## config.mk

```make
export PLATFORM = sky130hd
export DESIGN_NAME = gba_sound_dmafifo
export DESIGN_NICKNAME = d
export VERILOG_FILES = /design/src/rtl/gba_sound_dmafifo.sv
export SDC_FILE = /design/constraint.sdc
export NUM_CORES = 1
export LEC_CHECK = 0
export ABC_AREA = 1
export BUFFER_PORTS_ARGS = -buffer_cell sky130_fd_sc_hd__clkbuf_2
export CAP_MARGIN = 0
export CORE_ASPECT_RATIO = 0.9
export CORE_MARGIN = 3
export CORE_UTILIZATION = 55
export CTS_CLUSTER_SIZE = 16
export DETAILED_ROUTE_END_ITERATION = 6
export PLACE_DENSITY_LB_ADDON = 0.12
export RECOVER_POWER = 100
export SLEW_MARGIN = 20
export SYNTH_ARGS = -nofsm -noshare
export SYNTH_HDL_FRONTEND = slang
export SYNTH_SLANG_ARGS = --single-unit
```

## constraint.sdc

```tcl
create_clock -name clk -period 9.25 [get_ports clk]
set_clock_uncertainty 0.1 [all_clocks]
set_input_delay 0.4625 -clock clk [delete_from_list [all_inputs] [get_ports clk]]
set_output_delay 0.4625 -clock clk [all_outputs]
set_load 0.02 [all_outputs]
```

## src/rtl/gba_sound_dmafifo.sv

```systemverilog
// ---------------------------------------------------------------------------
// gba_sound_dmafifo
//
// One Direct Sound FIFO channel (A or B). Sample words from the CPU or the
// sound DMA are buffered in an 8 x 32-bit FIFO. Each overflow tick of the
// selected timer plays one signed 8-bit PCM byte, little-endian within the
// word. A one-cycle DMA request pulse is raised whenever a word is freed and
// the FIFO is left with 4 words or fewer.
//
// Optional feature macro: GBA_SOUND_FIFO_STATS_EN
//   defined   : saturating 8-bit overflow/underflow counters on debugout
//   undefined : no counters, debugout is constant 0
//
// Parameters
//   index        channel identity (0 = FIFO A, 1 = FIFO B), shown on debugout[31]
//
// Ports
//   clk          system clock
//   reset        synchronous active-high reset, clears all state
//   gb_on        core enable; when low, pushes, pops and clears are ignored
//   fifo_wr      one-cycle push strobe for fifo_din
//   fifo_din     32-bit sample word, bits 7:0 are played first
//   fifo_clear   one-cycle FIFO reset strobe
//   timer_select 0 = timer0_tick pops, 1 = timer1_tick pops
//   timer0_tick  overflow pulse of timer 0
//   timer1_tick  overflow pulse of timer 1
//   sample       current signed PCM sample
//   sample_valid one-cycle pulse when sample is updated
//   dma_req      one-cycle request pulse to the sound DMA
//   fill_bytes   unplayed bytes, 0..32
//   debugout     statistics / debug word
//
// Strobe semantics: fifo_wr and the timer ticks are fire-and-forget pulses
// with no ready/backpressure. A push arriving while the FIFO holds 8 words
// is dropped (overflow event); a tick arriving on an empty FIFO is ignored
// (underflow event). Fullness and emptiness are judged on the state before
// the edge, so a same-cycle pop never makes room for a same-cycle push.
// ---------------------------------------------------------------------------
module gba_sound_dmafifo #(
    parameter bit index = 1'b0
) (
    input  logic        clk,
    input  logic        reset,
    input  logic        gb_on,
    input  logic        fifo_wr,
    input  logic [31:0] fifo_din,
    input  logic        fifo_clear,
    input  logic        timer_select,
    input  logic        timer0_tick,
    input  logic        timer1_tick,
    output logic [7:0]  sample,
    output logic        sample_valid,
    output logic        dma_req,
    output logic [5:0]  fill_bytes,
    output logic [31:0] debugout
);

    // Word storage; contents are never cleared, only the pointers are.
    logic [31:0] mem [8];

    logic [2:0] wptr;
    logic [2:0] rptr;
    logic [3:0] wcnt;   // whole words held, 0..8
    logic [1:0] bidx;   // next byte to play within the head word

    logic       tick_sel;
    logic       is_full;
    logic       is_empty;
    logic       do_push;
    logic       do_pop;
    logic       frees_word;
    logic [7:0] head_byte;

    assign tick_sel = timer_select ? timer1_tick : timer0_tick;
    assign is_full  = (wcnt == 4'd8);
    assign is_empty = (wcnt == 4'd0);

    // A clear in the same cycle discards any push or pop.
    assign do_push    = gb_on && !fifo_clear && fifo_wr  && !is_full;
    assign do_pop     = gb_on && !fifo_clear && tick_sel && !is_empty;
    assign frees_word = do_pop && (bidx == 2'd3);

    always_comb begin
        head_byte = 8'h00;
        case (bidx)
            2'd0: head_byte = mem[rptr][7:0];
            2'd1: head_byte = mem[rptr][15:8];
            2'd2: head_byte = mem[rptr][23:16];
            2'd3: head_byte = mem[rptr][31:24];
            default: head_byte = 8'h00;
        endcase
    end

    // Unplayed bytes: whole words minus the bytes already taken from the head.
    assign fill_bytes = {wcnt, 2'b00} - {4'b0000, bidx};

    always_ff @(posedge clk) begin
        if (do_push && !reset) begin
            mem[wptr] <= fifo_din;
        end
    end

    always_ff @(posedge clk) begin
        if (reset) begin
            wptr         <= 3'd0;
            rptr         <= 3'd0;
            wcnt         <= 4'd0;
            bidx         <= 2'd0;
            sample       <= 8'h00;
            sample_valid <= 1'b0;
            dma_req      <= 1'b0;
        end else begin
            sample_valid <= 1'b0;
            dma_req      <= 1'b0;
            if (gb_on && fifo_clear) begin
                wptr <= 3'd0;
                rptr <= 3'd0;
                wcnt <= 4'd0;
                bidx <= 2'd0;
            end else begin
                if (do_push) begin
                    wptr <= wptr + 3'd1;
                end
                if (do_pop) begin
                    sample       <= head_byte;
                    sample_valid <= 1'b1;
                    bidx         <= bidx + 2'd1;
                end
                if (frees_word) begin
                    rptr <= rptr + 3'd1;
                end
                wcnt <= wcnt + {3'b000, do_push} - {3'b000, frees_word};
                // Request refill when the pop alone leaves 4 words or fewer,
                // i.e. the FIFO held 5 or fewer words before the freeing pop.
                dma_req <= frees_word && (wcnt <= 4'd5);
            end
        end
    end

`ifdef GBA_SOUND_FIFO_STATS_EN
    logic [7:0] ovf_cnt;
    logic [7:0] unf_cnt;
    logic       ovf_evt;
    logic       unf_evt;

    assign ovf_evt = gb_on && !fifo_clear && fifo_wr  && is_full;
    assign unf_evt = gb_on && !fifo_clear && tick_sel && is_empty;

    // Counters saturate at 255 and survive fifo_clear.
    always_ff @(posedge clk) begin
        if (reset) begin
            ovf_cnt <= 8'd0;
            unf_cnt <= 8'd0;
        end else begin
            if (ovf_evt && (ovf_cnt != 8'hFF)) begin
                ovf_cnt <= ovf_cnt + 8'd1;
            end
            if (unf_evt && (unf_cnt != 8'hFF)) begin
                unf_cnt <= unf_cnt + 8'd1;
            end
        end
    end

    assign debugout = {index, 7'b0000000, ovf_cnt, unf_cnt, 2'b00, fill_bytes};
`else
    assign debugout = 32'h0000_0000;
`endif

endmodule

```

==> results.toml, run 1 <==
[synthesis]
ys_types = 30
synth_flop_cell = "edfxtp_1"
synth_seq_cells = 281
ys_top_cells_by_area = "edfxtp_1 63%, nand2_1 8.6%, nand3_1 6.6%"
async_flop_share_pct = 0
avgSynthCellArea_sq_um = 10.7
synth_top_cell_area_share_pct = 62.8
synth_top_area_cell = "edfxtp_1"
yosysWarnings = 0
synth_enable_flop_cells = 256
yosysMostFrequentCell = "nand2_1"
postSynthCellCount = 1148
synthTopCellsByCount = "279 x nand2_1, 256 x edfxtp_1, 162 x nand3_1"
seq_area_frac_synth_pct = 66.9
synth_area_sq_um = 12200

[routing]
route.detailed.drc = 0
drt_wl_total_um = 27200
viasPerCell = 5.25
drtIter0Drc = 643
dr.pass1.iters = 5
via_count = 7916
wl_per_cell_um = 18.0
ant_nets = 0

[global_routing]
grt_pass1_wl_um = 42500
grtUsageTotal_pct = 22.7
first_global_vias = 7421
antenna_found_initial = 0
grt_overflow = 0
grt_max_degree = 97

[flow_run]
maxCapViolCount = 6

[setup_path]
required_ps = 9620
cp_slowest_cell = "clkbuf_1"
cpMostUsedCell = "nand3_1"
crit_family = "buffers and inverters"
cp-end-kind = "flop"
crit_path_start_kind = "flop"
cp_max_fo = 96
max_stage_delay_ps = 2990
worstPathCellList = "clkinvlp_2, clkbuf_1, o21ai_0, nand3_1, nand3_1, nand2_1, inv_1, a21oi_1"
path_buf_inv = 3
critical_path_class = "reg2reg"
worstPathArrival_ps = 5880

[floorplanning]
rows = 51
start_util_pct = 56.2
io_pins = 88
die_w_um = 163
die_area_sq_um = 24100
die_y_um = 148
placeableCoreArea_sq_um = 21800

[pwr]
ir_worst_vdd_mv = 0.153
power_density_nw_per_um2 = 189
p_leak_nw = 5.29

[worst_hold_path]
hp-class = "in2reg"

[final_layout]
nNetsFinal = 1251
diodes = 0
synthToLayoutAreaGrowth_pct = 8.78
fillerInstances = 1868
drive_gt1_share_pct = 5.25
post-route-cell-area_sq_um = 13300

[cts]
clkTransAtPathRegs_ps = 60
ctsHoldBuffers = 0
cts_buffers = 29
htreeDepth = 1
cts_setup_buffers = 0
clockBufferDepth = 3
cts.sinks = 281
cts_root_buffer = "clkbuf_16"
cts_tree = "done"
clk_latency_ps = 550
cts_resized = 0

[timing]
rsz0062_at_grt = "false"
hold_viol = 0
tns_ps = 0
period_share_pct = 59.6
setup-violations-final = 0
worst_pin_slew_ps = 4300
relSlewSlack_pct = -186
slew_violations = 237
fmax_mhz = 182
fin_crit_ps = 5510

[status]
violations = "capacitance limit, slew limit"
status = "complete, but fails checks"

[placed_design]
placed_cell_area_sq_um = 12700
place.port_buffers = 55
dp_hpwl_um = 15900
routabilityCongestion = 0.818
## metal layers
metal	wire (um)	up-vias	track usage, %
met5	0	-	0
met4	591	0	5.58
met3	1890	40	3.28
met2	12400	272	35.2
met1	12300	3774	34.4
li1	-	3830	-
## state kept, by name (all words and copies together) (netlist names), named ones only
register and count:
sample_valid 1, mem 256, wcnt 4, dma_req 1, wptr 3, rptr 3, sample 8, bidx 2
## kinds of logic (layout without fill, tap and decap cells)
group / after synthesis / count (layout) / synth area share, %
fa+ha+maj: 16 / 16 / 1.70
compound gates: 76 / 76 / 3.70
flops: 281 / 281 / 66.9
buf+inv: 241 / 280 / 9.25
simple gates: 528 / 528 / 18.0
xor+xnor: 5 / 5 / 0.358
other cells: 1 / 32 / 0.0306
## cells in the final DEF (no fill, tap or decap), types with 2 or more instances in the layout
master        n
a211oi_1      2
a21oi_1      12
a21oi_2       5
buf_4         5
clkbuf_1     65
clkbuf_16    29
clkbuf_2      7
clkbuf_8      3
clkinv_1      6
clkinv_2      7
clkinvlp_4    3
conb_1       32
dfxtp_1      23
edfxtp_1    256
ha_1         15
inv_1       152
nand2_1     279
nand3_1     163
nor2_1       81
nor3_1        3
nor4_1        2
o211ai_1      8
o21a_1        2
o21ai_0      45
xor2_1        4
## worst paths after layout
check,startpoint,to,slack (ps),depth (start not counted)
setup reg to reg,flop,sample[0],3740,8
hold / removal,fifo_din[2],mem[2][2],170,1
hold reg to reg,rptr[2],flop,350,1
setup / recovery,flop,sample[0],3740,8
## per-stage QoR
step                      hold slack [ps]  util (%)  instances  setup slack (ps)  power, mW
final                                 174      61.2       1509              3740       2.51
after global routing                  181      61.2       1509              3050       2.59
after CTS                            81.9      62.2       1509              6110       2.53
after detailed placement              340      58.2       1455              6440       1.47
after global placement                326      57.9       1452              6430       1.47
after floorplan                       312         -       1179              4560       1.46
## power by group
part / internal, mW / switching, mW / total, mW
combinational: 0.0100 / 0.0440 / 0.0540
clock: 0.599 / 0.469 / 1.07
sequential: 1.39 / 0.00231 / 1.39
## final cells by class
class	count	area (sq um)	share of cell area [%]
Tap cell	291	364	2.74
Multi-Input combinational cell	657	3000	22.6
Clock inverter	16	85.1	0.639
Timing Repair Buffer	71	294	2.21
Clock buffer	38	790	5.93
Inverter	155	583	4.38
Sequential cell	281	8190	61.6
(Power assumes the default switching activity.)
==> run 2, diff against run 1 <==
==> constraint.sdc (replaced) <==
create_clock -name clk -period 5.47 [get_ports clk]
set_clock_uncertainty 0.1 [all_clocks]
set_input_delay 0.2735 -clock clk [delete_from_list [all_inputs] [get_ports clk]]
set_output_delay 0.2735 -clock clk [all_outputs]
set_load 0.02 [all_outputs]
==> run 2 against run 1 <==
The run still ends with capacitance limit, slew limit left; sequential share of layout area is 1.7 points lower; wire length is 1.7% higher; die area stayed put; critical path depth stayed put; global-route usage is 0.42 points higher; utilization is 1.7 points higher; hold slack worse by 110 ps; critical path type unchanged; largest power group unchanged.
==> results.toml, run 2 (synthesized netlist as in run 1, its figures left out) <==
[timing]
relSlewSlack_pct = -76.8
rsz0062_at_grt = "false"
setup-violations-final = 0
slew_violations = 307
period_share_pct = 72.6
worst_pin_slew_ps = 2650
fin_crit_ps = 3970
tns_ps = 0
hold_viol = 0
fmax_mhz = 252

[setup_path]
worstPathArrival_ps = 4300
cp_max_fo = 72
crit_path_start_kind = "flop"
critical_path_class = "reg2reg"
cp-end-kind = "flop"
required_ps = 5800

[cts]
cts_buffers = 28
cts_root_buffer = "clkbuf_16"
cts_tree = "done"
cts.sinks = 281
clkTransAtPathRegs_ps = 60
htreeDepth = 1
clk_latency_ps = 550
clockBufferDepth = 3

[pwr]
p_switching_mw = 0.853
clock_power_share_pct = 42.6
p_leak_nw = 5.44
power.internal_mw = 3.44
power_density_nw_per_um2 = 314
power_frac_comb_pct = 2.5
ir_worst_vdd_mv = 0.296
seqPwrFrac_pct = 54.8
p_sw_share_pct = 19.9

[flow_run]
maxCapViolCount = 9

[worst_hold_path]
hp-class = "in2reg"

[final_layout]
final_cell_mix = "279 x nand2_1, 256 x edfxtp_1, 163 x nand3_1"
final_common_cell = "nand2_1"
diodes = 0
post-route-cell-area_sq_um = 13700
top_regs = "mem: 256 flops, sample: 8 flops, wcnt: 4 flops"
nNetsFinal = 1283
drive_gt1_share_pct = 5.36
stdcell_count = 1540
synthToLayoutAreaGrowth_pct = 11.9
regMostFlops = "mem"
largest_reg_flops = 256

[routing]
dr.pass1.iters = 5
route.met2.wl_um = 12800
drtIter0Drc = 693
drt_wl_total_um = 27600
ant_nets = 0
via_count = 7916
viasPerCell = 5.14
routed.top_layer = "met4"
wl_per_cell_um = 17.9
wl_met1_um = 12500
wl_met3_um = 1530
route.detailed.drc = 0

[global_routing]
first_global_vias = 7743
antenna_found_initial = 0
grt_overflow = 0
grt_pass1_wl_um = 43000
grt_max_degree = 73
grtUsageTotal_pct = 23.1

[floorplanning]
io_pins = 88
start_util_pct = 56.2
rows = 51
die_w_um = 163
die_area_sq_um = 24100
die_y_um = 148
placeableCoreArea_sq_um = 21800

[placed_design]
routabilityCongestion = 0.772
placed_cell_area_sq_um = 12600
dp_hpwl_um = 14800
place.port_buffers = 55
dp_cells = 1456

[status]
violations = "capacitance limit, slew limit"
status = "complete, but fails checks"
[run 2: cell count changes in the layout (fill, tap and decap cells not counted), moves of 2 or more]
cell / previous run / this run
clkbuf_8: 3 / 6
clkbuf_1: 65 / 68
nor2_4: 0 / 3
buf_4: 5 / 7
clkinv_1: 6 / 2
clkinv_2: 7 / 4
nor2_1: 81 / 78
dlygate4sd3_1: 0 / 32
[run 2: per-stage QoR]
stage | setup slack [ps] | total power [mW] | hold WS, ps | util [%]
after floorplan | 780 | 2.46 | 272 | -
after global placement | 2850 | 2.49 | 326 | 58.0
after detailed placement | 2780 | 2.49 | 331 | 58.0
after CTS | 2520 | 4.32 | 21.6 | 63.6
after global routing | 1220 | 4.42 | 87.8 | 62.9
final | 1500 | 4.29 | 62.3 | 62.9
[run 2: critical path: stages, from the launching register on]
cell,delay (ps)
dfxtp_1,1950
buf_4,860
nand2_1,130
nand3_1,110
nand3_1,110
nand3_1,210
nand3_1,140
nand2_1,100
a21oi_1,80
[run 2: final cells by class]
| type | instances | area [sq um] |
|---|---|---|
| Clock buffer | 45 | 846 |
| Clock inverter | 7 | 50.0 |
| Fill cell | 1783 | 8070 |
| Inverter | 155 | 583 |
| Multi-Input combinational cell | 657 | 3030 |
| Sequential cell | 281 | 8190 |
| Tap cell | 291 | 364 |
| Timing Repair Buffer | 104 | 626 |
[run 2: repair_timing]
action	CTS	global route
hold buffers	32	0
resized for setup	0	0
endpoints found under the hold margin	256	0
buffers inserted	0	0
[run 2: power groups by stage]
stage	clock [mW]	combinational [mW]	sequential, mW
after floorplan	0	0.0623	2.40
after global placement	0	0.0930	2.40
after detailed placement	0	0.0948	2.40
after CTS	1.86	0.113	2.35
after global routing	1.94	0.121	2.35
final	1.83	0.109	2.35
[run 2: final timing paths]
check / from / end / slack, ps / cells past startpoint
min: fifo_wr / wptr[1] / 60 / 3
max: flop / sample[6] / 1500 / 8
max reg2reg: flop / sample[6] / 1500 / 8
min reg2reg: rptr[2] / rptr[2] / 350 / 1
[run 2: metal layers]
metal | vias to the layer above | global-route usage, %
met3 | 56 | 3.11
met4 | 0 | 7.53
met5 | - | 0
met1 | 3723 | 33.6
li1 | 3888 | -
met2 | 249 | 36.7
==> run 3, diff against run 2 <==
--- a/config.mk
+++ b/config.mk
@@ -10,7 +10,7 @@
 export CAP_MARGIN = 0
 export CORE_ASPECT_RATIO = 0.9
 export CORE_MARGIN = 3
-export CORE_UTILIZATION = 55
+export CORE_UTILIZATION = 54
 export CTS_CLUSTER_SIZE = 16
 export DETAILED_ROUTE_END_ITERATION = 6
 export PLACE_DENSITY_LB_ADDON = 0.12
==> constraint.sdc (replaced) <==
create_clock -name clk -period 3.5 [get_ports clk]
set_clock_uncertainty 0.1 [all_clocks]
set_input_delay 0.175 -clock clk [delete_from_list [all_inputs] [get_ports clk]]
set_output_delay 0.175 -clock clk [all_outputs]
set_load 0.02 [all_outputs]
==> run 3 against run 2 <==
The flow now finishes without violations; sequential share of layout area down 0.22 points; die area grew 1.8%; critical path type unchanged; power rose by 55%; largest cell class unchanged; combinational power rose by 61%; utilization is 0.31 points lower; hold slack got worse by 28 ps.
==> results.toml, run 3 (synthesized netlist as in run 1, its figures left out) <==
[status]
status = "finished, final reports clean"

[setup_path]
critical_path_class = "reg2reg"
required_ps = 3610
cp-end-kind = "flop"
cp_max_fo = 23
worstPathArrival_ps = 3040
crit_path_start_kind = "flop"

[cts]
clkTransAtPathRegs_ps = 60
cts_tree = "done"
clk_latency_ps = 540
htreeDepth = 1
cts.sinks = 281
cts_root_buffer = "clkbuf_16"
cts_setup_buffers = 0
clockBufferDepth = 3
cts_buffers = 29

[routing]
wl_per_cell_um = 17.1
dr.pass1.iters = 5
ant_nets = 0
drtIter0Drc = 787
drt_wl_total_um = 26500
route.detailed.drc = 0
viasPerCell = 5.18
via_count = 8001

[global_routing]
grtUsageTotal_pct = 21.8
antenna_found_initial = 0
grt_overflow = 0
grt_pass1_wl_um = 41300
first_global_vias = 7633
grt_max_degree = 137

[floorplanning]
rows = 51
die_y_um = 149
die_w_um = 165
placeableCoreArea_sq_um = 22000
start_util_pct = 55.7
io_pins = 88
die_area_sq_um = 24500

[timing]
setup-violations-final = 0
slew_violations = 0
worst_pin_slew_ps = 1190
tns_ps = 0
fin_crit_ps = 2930
rsz0062_at_grt = "false"
fmax_mhz = 341
hold_viol = 0
whs_ps = 34.0
relSlewSlack_pct = 20.5
period_share_pct = 83.8
fin_ws_ps = 567

[final_layout]
fin_util_pct = 62.6
final_cell_mix = "279 x nand2_1, 256 x edfxtp_1, 163 x nand3_1"
drive_gt1_share_pct = 5.91
final_common_cell = "nand2_1"
top_regs = "mem: 256 flops, sample: 8 flops, wcnt: 4 flops"
diodes = 0
synthToLayoutAreaGrowth_pct = 12.3
post-route-cell-area_sq_um = 13700
stdcell_count = 1544
largest_reg_flops = 256
regMostFlops = "mem"
nNetsFinal = 1289
fillerInstances = 1797

[pwr]
power_density_nw_per_um2 = 484
p_leak_nw = 5.49
totalPowerFinal_mw = 6.64
ir_worst_vdd_mv = 0.390

[placed_design]
placed_cell_area_sq_um = 12700
place.port_buffers = 55
routabilityCongestion = 0.787
dp_cells = 1456
dp_hpwl_um = 15000
preCtsSetupSlack_ps = 894

[worst_hold_path]
hp-class = "in2reg"

[flow_run]
maxCapViolCount = 0
## run 3: changes by cell type in the layout (fill, tap and decap cells not counted), sizes merged
cell | before | now
dlygate4sd3 | 32 | 37
buf | 7 | 6
clkbuf | 110 | 106
inv | 153 | 154
clkinvlp | 2 | 0
clkinv | 7 | 12
## run 3: final timing paths
path	startpoint	endpoint	slack (ps)	cells past startpoint
max	wcnt[2]	mem[5][22]	570	8
min	reset	wptr[0]	30	4
max reg2reg	wcnt[2]	mem[5][22]	570	8
min reg2reg	rptr[2]	rptr[2]	340	1
## run 3: final cells by class
class | count | area (sq um) | area share, %
Sequential cell | 281 | 8190 | 59.6
Clock buffer | 40 | 807 | 5.87
Inverter | 155 | 583 | 4.24
Timing Repair Buffer | 109 | 708 | 5.16
Clock inverter | 11 | 57.6 | 0.419
Multi-Input combinational cell | 657 | 3030 | 22.0
Tap cell | 291 | 364 | 2.65
## run 3: timing repair
item / 4_1_cts / 5_1_grt
hold buffers: 37 / 0
resized for setup: 0 / 0
endpoints found under the hold margin: 263 / 0
## run 3: worst max-delay path: stages, from the launching register on
cell	delay, ps
dfxtp_1	330
inv_1	120
ha_1	220
nand2_1	60
nand3_1	160
nor2_1	210
nand2_1	150
nor2_1	760
buf_4	470
## run 3: metal layers
| layer | part of all wire (%) | global-route usage, % | wire, um |
|---|---|---|---|
| met1 | 44 | 31.4 | 11600 |
| met2 | 47 | 35.0 | 12400 |
| met3 | 6.3 | 2.83 | 1670 |
| met4 | 2.8 | 6.88 | 745 |
| met5 | 0 | 0 | 0 |
## run 3: power by group
part | leakage (nW) | internal, mW | switching [mW]
Sequential | 2.51 | 3.67 | 0.00549
Clock | 0.436 | 1.60 | 1.19
Combinational | 2.55 | 0.0530 | 0.123
